===== src/rtl/axi_lite_xbar_conn.sv =====
// AXI4-Lite crossbar connection core: per-slave-port single-outstanding write/read FSMs,
// per-master-port write/read locks with round-robin grant, and DECERR handling for unroutable accesses.
package axi_lite_xbar_conn_pkg;
  typedef struct packed {logic [31:0] addr; logic [2:0] prot;} aw_chan_t;
  typedef struct packed {logic [31:0] data; logic [3:0] strb;} w_chan_t;
  typedef struct packed {logic [1:0] resp;} b_chan_t;
  typedef struct packed {logic [31:0] addr; logic [2:0] prot;} ar_chan_t;
  typedef struct packed {logic [31:0] data; logic [1:0] resp;} r_chan_t;
  typedef struct packed {
    aw_chan_t aw; logic aw_valid; w_chan_t w; logic w_valid; logic b_ready;
    ar_chan_t ar; logic ar_valid; logic r_ready;
  } req_t;
  typedef struct packed {
    logic aw_ready; logic w_ready; b_chan_t b; logic b_valid;
    logic ar_ready; r_chan_t r; logic r_valid;
  } resp_t;
  typedef struct packed {logic [31:0] idx; logic [31:0] start_addr; logic [31:0] end_addr;} rule_t;
endpackage

module axi_lite_xbar_conn #(
  parameter int unsigned NoSlvPorts  = 2,
  parameter int unsigned NoMstPorts  = 2,
  parameter int unsigned NoAddrRules = 2,
  parameter int unsigned AddrWidth   = 32,
  parameter int unsigned DataWidth   = 32,
  parameter bit [NoSlvPorts-1:0][NoMstPorts-1:0] Connectivity = '1,
  parameter type aw_chan_t = axi_lite_xbar_conn_pkg::aw_chan_t,
  parameter type w_chan_t  = axi_lite_xbar_conn_pkg::w_chan_t,
  parameter type b_chan_t  = axi_lite_xbar_conn_pkg::b_chan_t,
  parameter type ar_chan_t = axi_lite_xbar_conn_pkg::ar_chan_t,
  parameter type r_chan_t  = axi_lite_xbar_conn_pkg::r_chan_t,
  parameter type req_t     = axi_lite_xbar_conn_pkg::req_t,
  parameter type resp_t    = axi_lite_xbar_conn_pkg::resp_t,
  parameter type rule_t    = axi_lite_xbar_conn_pkg::rule_t
) (
  input  logic clk_i,
  input  logic rst_i,
  input  req_t  [NoSlvPorts-1:0]  slv_ports_req_i,
  output resp_t [NoSlvPorts-1:0]  slv_ports_resp_o,
  output req_t  [NoMstPorts-1:0]  mst_ports_req_o,
  input  resp_t [NoMstPorts-1:0]  mst_ports_resp_i,
  input  rule_t [NoAddrRules-1:0] addr_map_i,
  input  logic  [NoSlvPorts-1:0]  en_default_mst_port_i,
  input  logic  [NoSlvPorts-1:0][(NoMstPorts > 1 ? $clog2(NoMstPorts) : 1)-1:0] default_mst_port_i
);
  localparam int unsigned MstIdxW = (NoMstPorts > 1) ? $clog2(NoMstPorts) : 1;
  localparam int unsigned SlvIdxW = (NoSlvPorts > 1) ? $clog2(NoSlvPorts) : 1;

  localparam logic [2:0] W_IDLE = 3'd0, W_REQ = 3'd1, W_DATA = 3'd2, W_RESP = 3'd3,
                         W_ERR_DATA = 3'd4, W_ERR_RESP = 3'd5;
  localparam logic [1:0] R_IDLE = 2'd0, R_REQ = 2'd1, R_RESP = 2'd2, R_ERR = 2'd3;

  localparam b_chan_t BErr = '{resp: 2'b11};
  localparam r_chan_t RErr = '{data: {DataWidth{1'b0}}, resp: 2'b11};

  if ((DataWidth != 32 && DataWidth != 64) || $bits(w_chan_t) != DataWidth + DataWidth / 8) begin : gen_bad_cfg
    $error("axi_lite_xbar_conn: unsupported DataWidth or W channel layout");
  end

  logic [NoSlvPorts-1:0][2:0]         w_state_q, w_state_d;
  logic [NoSlvPorts-1:0][1:0]         r_state_q, r_state_d;
  logic [NoSlvPorts-1:0][MstIdxW-1:0] w_tgt_q, w_tgt_d, r_tgt_q, r_tgt_d;
  aw_chan_t [NoSlvPorts-1:0]          aw_q, aw_d;
  ar_chan_t [NoSlvPorts-1:0]          ar_q, ar_d;
  logic [NoMstPorts-1:0]              w_lock_q, w_lock_d, r_lock_q, r_lock_d;
  logic [NoMstPorts-1:0][SlvIdxW-1:0] w_owner_q, w_owner_d, r_owner_q, r_owner_d;
  logic [NoMstPorts-1:0][SlvIdxW-1:0] w_ptr_q, w_ptr_d, r_ptr_q, r_ptr_d;

  logic [NoSlvPorts-1:0][MstIdxW:0]     w_dec, r_dec;
  logic [NoSlvPorts-1:0]                w_release, r_release;
  logic [NoMstPorts-1:0][NoSlvPorts-1:0] w_req_m, r_req_m;
  logic [NoMstPorts-1:0][SlvIdxW:0]     w_pick, r_pick;

  // Returns {decerr, target}; the first matching rule wins, then the default route.
  function automatic logic [MstIdxW:0] decode(input logic [AddrWidth-1:0] addr, input int unsigned slv);
    logic        hit, err;
    int unsigned tgt;
    hit = 1'b0;
    err = 1'b0;
    tgt = 0;
    for (int unsigned r = 0; r < NoAddrRules; r++) begin
      if (!hit && addr >= addr_map_i[r].start_addr && addr < addr_map_i[r].end_addr) begin
        hit = 1'b1;
        tgt = 32'(addr_map_i[r].idx);
      end
    end
    if (!hit) begin
      if (en_default_mst_port_i[slv]) tgt = 32'(default_mst_port_i[slv]);
      else err = 1'b1;
    end
    if (!err) begin
      if (tgt >= NoMstPorts) err = 1'b1;
      else if (!Connectivity[slv][tgt]) err = 1'b1;
    end
    return {err, err ? MstIdxW'(0) : MstIdxW'(tgt)};
  endfunction

  function automatic logic [SlvIdxW:0] rr_pick(input logic [NoSlvPorts-1:0] req, input logic [SlvIdxW-1:0] ptr);
    logic                found;
    logic [SlvIdxW-1:0]  idx;
    int unsigned         k;
    found = 1'b0;
    idx   = '0;
    for (int unsigned off = 0; off < NoSlvPorts; off++) begin
      k = 32'(ptr) + off;
      if (k >= NoSlvPorts) k = k - NoSlvPorts;
      if (!found && req[k]) begin
        found = 1'b1;
        idx   = SlvIdxW'(k);
      end
    end
    return {found, idx};
  endfunction

  function automatic logic [SlvIdxW-1:0] next_ptr(input logic [SlvIdxW-1:0] gnt);
    return (32'(gnt) + 1 == NoSlvPorts) ? '0 : gnt + 1'b1;
  endfunction

  always_comb begin
    w_dec = '0;
    r_dec = '0;
    for (int unsigned i = 0; i < NoSlvPorts; i++) begin
      w_dec[i] = decode(slv_ports_req_i[i].aw.addr, i);
      r_dec[i] = decode(slv_ports_req_i[i].ar.addr, i);
    end
  end

  always_comb begin
    w_state_d = w_state_q;
    r_state_d = r_state_q;
    w_tgt_d   = w_tgt_q;
    r_tgt_d   = r_tgt_q;
    aw_d      = aw_q;
    ar_d      = ar_q;
    w_release = '0;
    r_release = '0;
    for (int unsigned i = 0; i < NoSlvPorts; i++) begin
      case (w_state_q[i])
        W_IDLE: if (slv_ports_req_i[i].aw_valid) begin
          aw_d[i]      = slv_ports_req_i[i].aw;
          w_tgt_d[i]   = w_dec[i][MstIdxW-1:0];
          w_state_d[i] = w_dec[i][MstIdxW] ? W_ERR_DATA : W_REQ;
        end
        W_REQ: if (w_lock_q[w_tgt_q[i]] && w_owner_q[w_tgt_q[i]] == SlvIdxW'(i)
                   && mst_ports_resp_i[w_tgt_q[i]].aw_ready) w_state_d[i] = W_DATA;
        W_DATA: if (slv_ports_req_i[i].w_valid && mst_ports_resp_i[w_tgt_q[i]].w_ready)
          w_state_d[i] = W_RESP;
        W_RESP: if (mst_ports_resp_i[w_tgt_q[i]].b_valid && slv_ports_req_i[i].b_ready) begin
          w_state_d[i] = W_IDLE;
          w_release[i] = 1'b1;
        end
        W_ERR_DATA: if (slv_ports_req_i[i].w_valid) w_state_d[i] = W_ERR_RESP;
        W_ERR_RESP: if (slv_ports_req_i[i].b_ready) w_state_d[i] = W_IDLE;
        default: w_state_d[i] = W_IDLE;
      endcase
      case (r_state_q[i])
        R_IDLE: if (slv_ports_req_i[i].ar_valid) begin
          ar_d[i]      = slv_ports_req_i[i].ar;
          r_tgt_d[i]   = r_dec[i][MstIdxW-1:0];
          r_state_d[i] = r_dec[i][MstIdxW] ? R_ERR : R_REQ;
        end
        R_REQ: if (r_lock_q[r_tgt_q[i]] && r_owner_q[r_tgt_q[i]] == SlvIdxW'(i)
                   && mst_ports_resp_i[r_tgt_q[i]].ar_ready) r_state_d[i] = R_RESP;
        R_RESP: if (mst_ports_resp_i[r_tgt_q[i]].r_valid && slv_ports_req_i[i].r_ready) begin
          r_state_d[i] = R_IDLE;
          r_release[i] = 1'b1;
        end
        default: if (slv_ports_req_i[i].r_ready) r_state_d[i] = R_IDLE;
      endcase
    end
  end

  always_comb begin
    w_req_m = '0;
    r_req_m = '0;
    w_pick  = '0;
    r_pick  = '0;
    for (int unsigned j = 0; j < NoMstPorts; j++) begin
      for (int unsigned i = 0; i < NoSlvPorts; i++) begin
        w_req_m[j][i] = (w_state_q[i] == W_REQ) && (w_tgt_q[i] == MstIdxW'(j));
        r_req_m[j][i] = (r_state_q[i] == R_REQ) && (r_tgt_q[i] == MstIdxW'(j));
      end
      w_pick[j] = rr_pick(w_req_m[j], w_ptr_q[j]);
      r_pick[j] = rr_pick(r_req_m[j], r_ptr_q[j]);
    end
  end

  // A lock released this cycle is only re-granted next cycle, from the registered state.
  always_comb begin
    w_lock_d  = w_lock_q;
    r_lock_d  = r_lock_q;
    w_owner_d = w_owner_q;
    r_owner_d = r_owner_q;
    w_ptr_d   = w_ptr_q;
    r_ptr_d   = r_ptr_q;
    for (int unsigned j = 0; j < NoMstPorts; j++) begin
      if (w_lock_q[j]) begin
        if (w_release[w_owner_q[j]]) w_lock_d[j] = 1'b0;
      end else if (w_pick[j][SlvIdxW]) begin
        w_lock_d[j]  = 1'b1;
        w_owner_d[j] = w_pick[j][SlvIdxW-1:0];
        w_ptr_d[j]   = next_ptr(w_pick[j][SlvIdxW-1:0]);
      end
      if (r_lock_q[j]) begin
        if (r_release[r_owner_q[j]]) r_lock_d[j] = 1'b0;
      end else if (r_pick[j][SlvIdxW]) begin
        r_lock_d[j]  = 1'b1;
        r_owner_d[j] = r_pick[j][SlvIdxW-1:0];
        r_ptr_d[j]   = next_ptr(r_pick[j][SlvIdxW-1:0]);
      end
    end
  end

  always_comb begin
    slv_ports_resp_o = '0;
    mst_ports_req_o  = '0;
    for (int unsigned i = 0; i < NoSlvPorts; i++) begin
      slv_ports_resp_o[i].aw_ready = (w_state_q[i] == W_IDLE);
      slv_ports_resp_o[i].ar_ready = (r_state_q[i] == R_IDLE);
      if (w_state_q[i] == W_ERR_DATA) slv_ports_resp_o[i].w_ready = 1'b1;
      if (w_state_q[i] == W_ERR_RESP) begin
        slv_ports_resp_o[i].b_valid = 1'b1;
        slv_ports_resp_o[i].b       = BErr;
      end
      if (r_state_q[i] == R_ERR) begin
        slv_ports_resp_o[i].r_valid = 1'b1;
        slv_ports_resp_o[i].r       = RErr;
      end
    end
    for (int unsigned j = 0; j < NoMstPorts; j++) begin
      if (w_lock_q[j]) begin
        case (w_state_q[w_owner_q[j]])
          W_REQ: begin
            mst_ports_req_o[j].aw_valid = 1'b1;
            mst_ports_req_o[j].aw       = aw_q[w_owner_q[j]];
          end
          W_DATA: begin
            mst_ports_req_o[j].w_valid          = slv_ports_req_i[w_owner_q[j]].w_valid;
            mst_ports_req_o[j].w                = slv_ports_req_i[w_owner_q[j]].w;
            slv_ports_resp_o[w_owner_q[j]].w_ready = mst_ports_resp_i[j].w_ready;
          end
          W_RESP: begin
            mst_ports_req_o[j].b_ready          = slv_ports_req_i[w_owner_q[j]].b_ready;
            slv_ports_resp_o[w_owner_q[j]].b_valid = mst_ports_resp_i[j].b_valid;
            slv_ports_resp_o[w_owner_q[j]].b       = mst_ports_resp_i[j].b;
          end
          default: ;
        endcase
      end
      if (r_lock_q[j]) begin
        case (r_state_q[r_owner_q[j]])
          R_REQ: begin
            mst_ports_req_o[j].ar_valid = 1'b1;
            mst_ports_req_o[j].ar       = ar_q[r_owner_q[j]];
          end
          R_RESP: begin
            mst_ports_req_o[j].r_ready          = slv_ports_req_i[r_owner_q[j]].r_ready;
            slv_ports_resp_o[r_owner_q[j]].r_valid = mst_ports_resp_i[j].r_valid;
            slv_ports_resp_o[r_owner_q[j]].r       = mst_ports_resp_i[j].r;
          end
          default: ;
        endcase
      end
    end
    if (rst_i) begin
      slv_ports_resp_o = '0;
      mst_ports_req_o  = '0;
    end
  end

  always_ff @(posedge clk_i) begin
    if (rst_i) begin
      w_state_q <= '0;
      r_state_q <= '0;
      w_tgt_q   <= '0;
      r_tgt_q   <= '0;
      aw_q      <= '0;
      ar_q      <= '0;
      w_lock_q  <= '0;
      r_lock_q  <= '0;
      w_owner_q <= '0;
      r_owner_q <= '0;
      w_ptr_q   <= '0;
      r_ptr_q   <= '0;
    end else begin
      w_state_q <= w_state_d;
      r_state_q <= r_state_d;
      w_tgt_q   <= w_tgt_d;
      r_tgt_q   <= r_tgt_d;
      aw_q      <= aw_d;
      ar_q      <= ar_d;
      w_lock_q  <= w_lock_d;
      r_lock_q  <= r_lock_d;
      w_owner_q <= w_owner_d;
      r_owner_q <= r_owner_d;
      w_ptr_q   <= w_ptr_d;
      r_ptr_q   <= r_ptr_d;
    end
  end
endmodule


===== config.mk =====
export PLATFORM = sky130hd
export DESIGN_NAME = axi_lite_xbar_conn
export DESIGN_NICKNAME = d
export VERILOG_FILES = /design/src/rtl/axi_lite_xbar_conn.sv
export SDC_FILE = /design/constraint.sdc
export NUM_CORES = 1
export LEC_CHECK = 0
export ABC_CLOCK_PERIOD_IN_PS = 5400
export BUFFER_PORTS_ARGS = -buffer_cell sky130_fd_sc_hd__buf_2
export CAP_MARGIN = 5
export CORE_AREA = 2 2 314 316
export CTS_BUF_LIST = sky130_fd_sc_hd__clkbuf_4 sky130_fd_sc_hd__clkbuf_8
export DETAILED_ROUTE_END_ITERATION = 6
export DIE_AREA = 0 0 316 318
export PLACE_DENSITY = 0.51
export SLEW_MARGIN = 20
export SYNTH_ARGS = -nofsm -noshare
export SYNTH_HDL_FRONTEND = slang
export SYNTH_SLANG_ARGS = --single-unit
export TNS_END_PERCENT = 1

===== constraint.sdc =====
create_clock -name clk_i -period 5.4 [get_ports clk_i]
set_clock_uncertainty 0.1 [all_clocks]
set_input_delay 0.81 -clock clk_i [delete_from_list [all_inputs] [get_ports clk_i]]
set_output_delay 0.81 -clock clk_i [all_outputs]
set_load 0.01 [all_outputs]

# Word-level counts from Yosys, hierarchy flattened
# Cells that the tools add are included.
# word_totals
reg_bits	166
inputBits	502
out_inout_bits	304
elab_cells	482
# op_classes
add_sub_neg	20
n_lt_le_gt_ge	52
n_eq_ne	48
mux	258
n_bitwise	10
reduce_logical	68
# ops
cell	n
82-bit bitwise mux	10
32-bit 2-to-1 mux	24
82-bit 2-to-1 mux	7
41-bit demux with 1-bit select	10
32-bit by 2-bit < comparator with 1-bit output (second input constant)	12
35-bit 2-to-1 mux	10
82-bit case mux with 2 select lines	2
75-bit 2-to-1 mux	4
36-bit 2-to-1 mux	8
32-bit >= comparator	8
32-bit < comparator	8
222-bit 2-to-1 mux	1
37-bit 2-to-1 mux	6
41-bit 2-to-1 mux	4
74-bit 2-to-1 mux	2
32-bit by 2-bit >= comparator with 1-bit output (second input constant)	4
1-bit 2-to-1 mux	126
40-bit 2-to-1 mux	2
39-bit 2-to-1 mux	2
3-bit 2-to-1 mux	22
1-bit logical AND	42
2-bit inequality test (second input constant)	18
3-bit case mux with 6 select lines	2
2-bit 2-to-1 mux	14
other kinds (22)	108

# Longest topological paths before layout
# logic_depth
depth_word	21
mapped_depth	11
ltp_nobuf	11

# Worst setup path after synthesis
# OpenSTA, ideal clock, no wires.
# synth_path
kind	input to register
start	input addr_map_i[115] in the netlist's numbering
end	register w_tgt_q[1] in the netlist's numbering
t_arrival_ns	2.959
t_required_ns	5.241
path_slack_ns	2.282
cell_stages	11
n_path_buf	0
cell_sequence	inv_1 -> ha_1 -> a21oi_2 -> o21ai_1 -> a2111o_1 -> a211o_1 -> a21oi_2 -> nand3_2 -> mux2_4 -> a2111oi_2 -> a31o_1
# synth_via
elab_chain_len	9
# synth_lines
element	line_no	text
from (decl)	42	input rule_t [NoAddrRules-1:0] addr_map_i,
32-bit < comparator *	82	if (!hit && addr >= addr_map_i[r].start_addr && addr < addr_map_i[r].end_addr) begin
1-bit logical AND *	82	
32-bit 2-to-1 mux	82	
32-bit 2-to-1 mux	88	if (en_default_mst_port_i[slv]) tgt = 32'(default_mst_port_i[slv]);
32-bit 2-to-1 mux	87	if (!hit) begin
32-bit by 2-bit >= comparator with 1-bit output	92	if (tgt >= NoMstPorts) err = 1'b1;
1-bit 2-to-1 mux	92	
1-bit 2-to-1 mux	91	if (!err) begin
1-bit 2-to-1 mux *	95	return {err, err ? MstIdxW'(0) : MstIdxW'(tgt)};
to (signal assigned)	288	w_tgt_q <= w_tgt_d;
to (decl)	62	logic [NoSlvPorts-1:0][MstIdxW-1:0] w_tgt_q, w_tgt_d, r_tgt_q, r_tgt_d;
# Mark *: on every way between the ends. The rest lies on a longest branch, timed or not.
# A chain may end at the register's enable or synchronous reset.

==> impl_metrics.csv <==
group,metric,value,unit
floorplanning,pin_count,806,
pwr,total_leakage_power,13.6,nW
clock_tree,cts_repair_resize_count,0,
worst_setup_path,timing.critical_path.mode_cell,"sky130_fd_sc_hd__buf_4",
clock_tree,postCtsSetupRepairBufs,0,
detailed_routing,routedWlPerCell,26.4,um
floorplanning,core.rowCount,115,
yosys,postSynth.asyncResetShare,0,
worst_setup_path,cpMaxStageDelayCell,"sky130_fd_sc_hd__dfxtp_2",
job,maxCapViolCount,0,
sta,slew-limit-headroom,0.276,
yosys,avgSynthCellArea,7.47,um2
worst_setup_path,critical-path-max-stage-delay,1.03,ns
floorplanning,floorplan.initialDensity,0.230,
floorplanning,die_height,318,um
global_route,antenna_found_initial,46,
place,final_hpwl_from_detailed_placement,112,mm
detailed_routing,drc_errors,0,
detailed_routing,viasPerCell,5.21,
worst_setup_path,worst-r2r-cell-count,7,
floorplanning,core_area,97400,um2
place,place.detailed.instances,4982,
sta,final-setup-viol-count,0,
finish,final_core_util,0.291,
clock_tree,clock_tree.root_cell,"sky130_fd_sc_hd__clkbuf_8",
global_route,pin_count_of_the_biggest_net_entering_global_routing,86,
global_route,grt_pass1_wl,183,mm
yosys,synth_nets,4000,
pwr,power_report.internal_total,2.74,mW
finish,layout.area.seq,3330,um2
global_route,grt_pass1_vias,25000,
pwr,power_switching_share,0.491,
worst_hold_path,hold_path_class,"register to register",
worst_setup_path,critPathCaptureType,"output port",
detailed_routing,vias,26200,
global_route,grt.overflow.total,0,
sta,finalMaxSlewViolations,0,
yosys,yosys_warnings,0,
sta,rsz_0062_raised_after_global_routing,"false",
worst_setup_path,critical_path.cell_chain,"nor4bb_4, buf_4, nor2b_2, buf_4, a22oi_1, nor2_1, buf_2",
detailed_routing,count_of_routing_violations_after_the_opening_detailed_route_iteration,2043,
place,placement.setup.worst_slack,1.20,ns
pwr,worst_vdd_drop,0.186,mV
place,gpl.final_weighted_congestion,0.959,
clock_tree,cts_htree_levels,4,
finish,drive_gt1_frac,0.244,
sta,hold_slack,0.376,ns
sta,setup-tns-final,0,ns
finish,final_nets,4720,
finish,multi_input_area,18000,um2
worst_hold_path,hold_path_depth,1,
pwr,relative_contribution_of_sequential_cells_to_total_power,0.302,
yosys,gate_count_of_the_mapped_netlist,2994,
pwr,power.combinational.fraction,0.509,
detailed_routing,routed_wirelength,133,mm
worst_setup_path,worstSetupStartpointType,"register",
floorplanning,design.die.area,100000,um2
pwr,total_power_draw,5.39,mW
sta,worstMarginPinSlew,1.09,ns
pwr,clockPowerShare,0.190,
clock_tree,clock_latency_at_the_later_pin_of_the_worst_skew_pair,0.51,ns
pwr,switchingPower,2.64,mW
worst_setup_path,crit_path_max_fo,37,
place,io_buffer_count,805,
clock_tree,clkSinkCount,166,
finish,fill_count,10800,
sta,achievable-frequency,235,MHz
finish,finalNonFillerCells,5035,
clock_tree,tritoncts,"done",
pwr,powerDensity,190,nW/um2
floorplanning,overall_die_width,316,um
clock_tree,holdBufCountCts,0,
yosys,postSynthRegisterBits,166,
status,outcome,"finished, final reports clean",
clock_tree,cts-buffers-inserted,17,
place,post_dp_cell_area,27800,um2
sta,final_number_of_hold_violating_endpoints,0,
clock_tree,clkSlewWorstSetupHoldPaths,0.11,ns
worst_setup_path,cp_data_required_time,4.49,ns
finish,area_growth_syn_to_layout,26.5,%
sta,layout_setup_ws,1.14,ns
detailed_routing,drt_pre_antenna_iters,6,
yosys,synth_sequential_area_ratio,0.149,
sta,final_min_period_over_clock_period,0.790,
yosys,yosysUniqueCellTypes,70,
sta,fin_crit,4.26,ns
clock_tree,cts_max_path_buffers,2,
finish,fin_area,28300,um2
global_route,groute.usage.overall,0.252,
yosys,syn_area,22400,um2
detailed_routing,ant_nets,0,
worst_setup_path,worst-endpoint-arrival,3.35,ns
yosys,dominantRegCellSynth,"sky130_fd_sc_hd__dfxtp_1",
yosys,synth-edff-count,0,
worst_setup_path,critPathKind,"register to output port",
## area by class of cell
class | instances | share of cell area
diodes | 21 | 0.00186
clock buffers | 17 | 0.00827
clock inverters | 15 | 0.00738
inverters | 160 | 0.0212
multi-input cells | 2530 | 0.635
flip-flops and latches | 166 | 0.118
well taps | 1287 | 0.0569
repair buffers | 839 | 0.152
## power groups by stage
| stage | registers, mW | logic, mW | clock network [mW] |
|---|---|---|---|
| 2_1_floorplan | 1.51 | 1.62 | 0 |
| 3_3_place_gp | 1.64 | 2.71 | 0 |
| 3_5_place_dp | 1.65 | 2.72 | 0 |
| 4_1_cts | 1.62 | 2.73 | 1.06 |
| 5_1_grt | 1.65 | 2.99 | 1.10 |
| 6_report | 1.62 | 2.74 | 1.02 |
## synth_stat cells (3+ instances only)
cell	number	area, um2
sky130_fd_sc_hd__o21ai_0	98	490
sky130_fd_sc_hd__nand2_1	411	1540
sky130_fd_sc_hd__ha_1	504	6310
sky130_fd_sc_hd__a2111oi_0	9	78.8
sky130_fd_sc_hd__and4_1	22	193
sky130_fd_sc_hd__nand4b_1	3	26.3
sky130_fd_sc_hd__o211ai_1	8	60.1
sky130_fd_sc_hd__a41oi_1	4	35.0
sky130_fd_sc_hd__and3_1	12	75.1
sky130_fd_sc_hd__or2_2	3	18.8
sky130_fd_sc_hd__or3_1	4	25.0
sky130_fd_sc_hd__buf_1	12	45.0
sky130_fd_sc_hd__nor2_1	373	1400
sky130_fd_sc_hd__dfxtp_1	166	3320
sky130_fd_sc_hd__nand2b_1	16	100
sky130_fd_sc_hd__a21boi_0	3	22.5
sky130_fd_sc_hd__a211oi_1	35	263
sky130_fd_sc_hd__o221a_2	4	45.0
sky130_fd_sc_hd__a21o_1	75	563
sky130_fd_sc_hd__mux2_2	6	67.6
sky130_fd_sc_hd__o21ai_1	11	55.1
sky130_fd_sc_hd__a21oi_2	3	26.3
sky130_fd_sc_hd__inv_1	160	601
sky130_fd_sc_hd__and2_1	8	50.1
sky130_fd_sc_hd__nor3_1	34	170
sky130_fd_sc_hd__o31ai_1	6	45.0
sky130_fd_sc_hd__a22oi_1	69	518
sky130_fd_sc_hd__o2111ai_1	7	61.3
sky130_fd_sc_hd__nor3b_1	7	52.6
sky130_fd_sc_hd__nand4_1	73	457
sky130_fd_sc_hd__a21oi_1	303	1520
sky130_fd_sc_hd__clkbuf_1	124	465
sky130_fd_sc_hd__nor4_1	31	194
sky130_fd_sc_hd__o21a_1	11	82.6
sky130_fd_sc_hd__a31oi_1	11	68.8
sky130_fd_sc_hd__a311oi_1	4	35.0
sky130_fd_sc_hd__a211o_1	8	70.1
sky130_fd_sc_hd__nand3_1	38	190
sky130_fd_sc_hd__o41ai_1	3	26.3
sky130_fd_sc_hd__mux2i_1	230	2300
sky130_fd_sc_hd__a221oi_1	23	201
sky130_fd_sc_hd__o221ai_1	3	26.3
sky130_fd_sc_hd__nor2b_1	24	150
## final timing paths
kind	startpoint	end	slack [ns]
worst max-delay path	r_owner_q[1]$_SDFFE_PP0P_	slv_ports_resp_o[12]	1.14
worst min-delay path	w_ptr_q[0]$_SDFFE_PP0P_	w_ptr_q[0]$_SDFFE_PP0P_	0.38
worst max register to register	r_owner_q[1]$_SDFFE_PP0P_	r_state_q[3]$_SDFFE_PP0P_	2.47
worst min register to register	w_ptr_q[0]$_SDFFE_PP0P_	w_ptr_q[0]$_SDFFE_PP0P_	0.38
## routing by layer
metal	part of all wire	routed length, um	track usage
met1	0.43	56400	0.323
met2	0.47	62300	0.423
met3	0.071	9440	0.0436
met4	0.033	4410	0.0876
met5	0.00085	113	0
## worst max-delay path, delay by kind of cell, from the launching register on
family | cells | cell delay (ns)
flops | 1 | 1.03
simple gates | 3 | 0.83
buf+inv | 3 | 0.81
compound gates | 1 | 0.16
## cells by family (layout without fill, tap and decap cells)
group                    after synthesis  after routing  share of synthesized area
AO/OA/AOI/OAI                        720            720                      0.201
XOR/XNOR                               1              1                   0.000392
adder cells (fa/ha/maj)              504            504                      0.282
buffers and inverters                298           1031                     0.0501
flip-flops                           166            166                      0.149
multiplexers                         237            237                      0.107
other                                  0             21                          0
AND/OR/NAND/NOR                     1068           1068                      0.211
## placed cells by master (no fill, tap or decap), types with 18 or more instances in the layout
cell | Yosys | final
sky130_fd_sc_hd__nor3_1 | 34 | 34
sky130_fd_sc_hd__a21oi_1 | 303 | 303
sky130_fd_sc_hd__mux2i_1 | 230 | 230
sky130_fd_sc_hd__diode_2 | 0 | 21
sky130_fd_sc_hd__a22oi_1 | 69 | 69
sky130_fd_sc_hd__buf_4 | 0 | 32
sky130_fd_sc_hd__nor4_1 | 31 | 31
sky130_fd_sc_hd__a221oi_1 | 23 | 23
sky130_fd_sc_hd__nand4_1 | 73 | 73
sky130_fd_sc_hd__nor2b_1 | 24 | 22
sky130_fd_sc_hd__o21ai_0 | 98 | 98
sky130_fd_sc_hd__clkbuf_8 | 0 | 18
sky130_fd_sc_hd__inv_1 | 160 | 160
sky130_fd_sc_hd__buf_2 | 2 | 805
sky130_fd_sc_hd__a21o_1 | 75 | 75
sky130_fd_sc_hd__nor2_1 | 373 | 373
sky130_fd_sc_hd__a211oi_1 | 35 | 35
sky130_fd_sc_hd__dfxtp_1 | 166 | 162
sky130_fd_sc_hd__ha_1 | 504 | 504
sky130_fd_sc_hd__and4_1 | 22 | 22
sky130_fd_sc_hd__nand2_1 | 411 | 409
sky130_fd_sc_hd__nand3_1 | 38 | 36
## flip-flops by register name (all words and copies together) (netlist names)
signal / cells
w_owner_q: 2
aw_q: 70
r_state_q: 4
w_lock_q: 2
r_owner_q: 2
w_tgt_q: 2
w_ptr_q: 2
r_lock_q: 2
r_tgt_q: 2
ar_q: 70
w_state_q: 6
r_ptr_q: 2
Power figures use the tool's default switching activity.
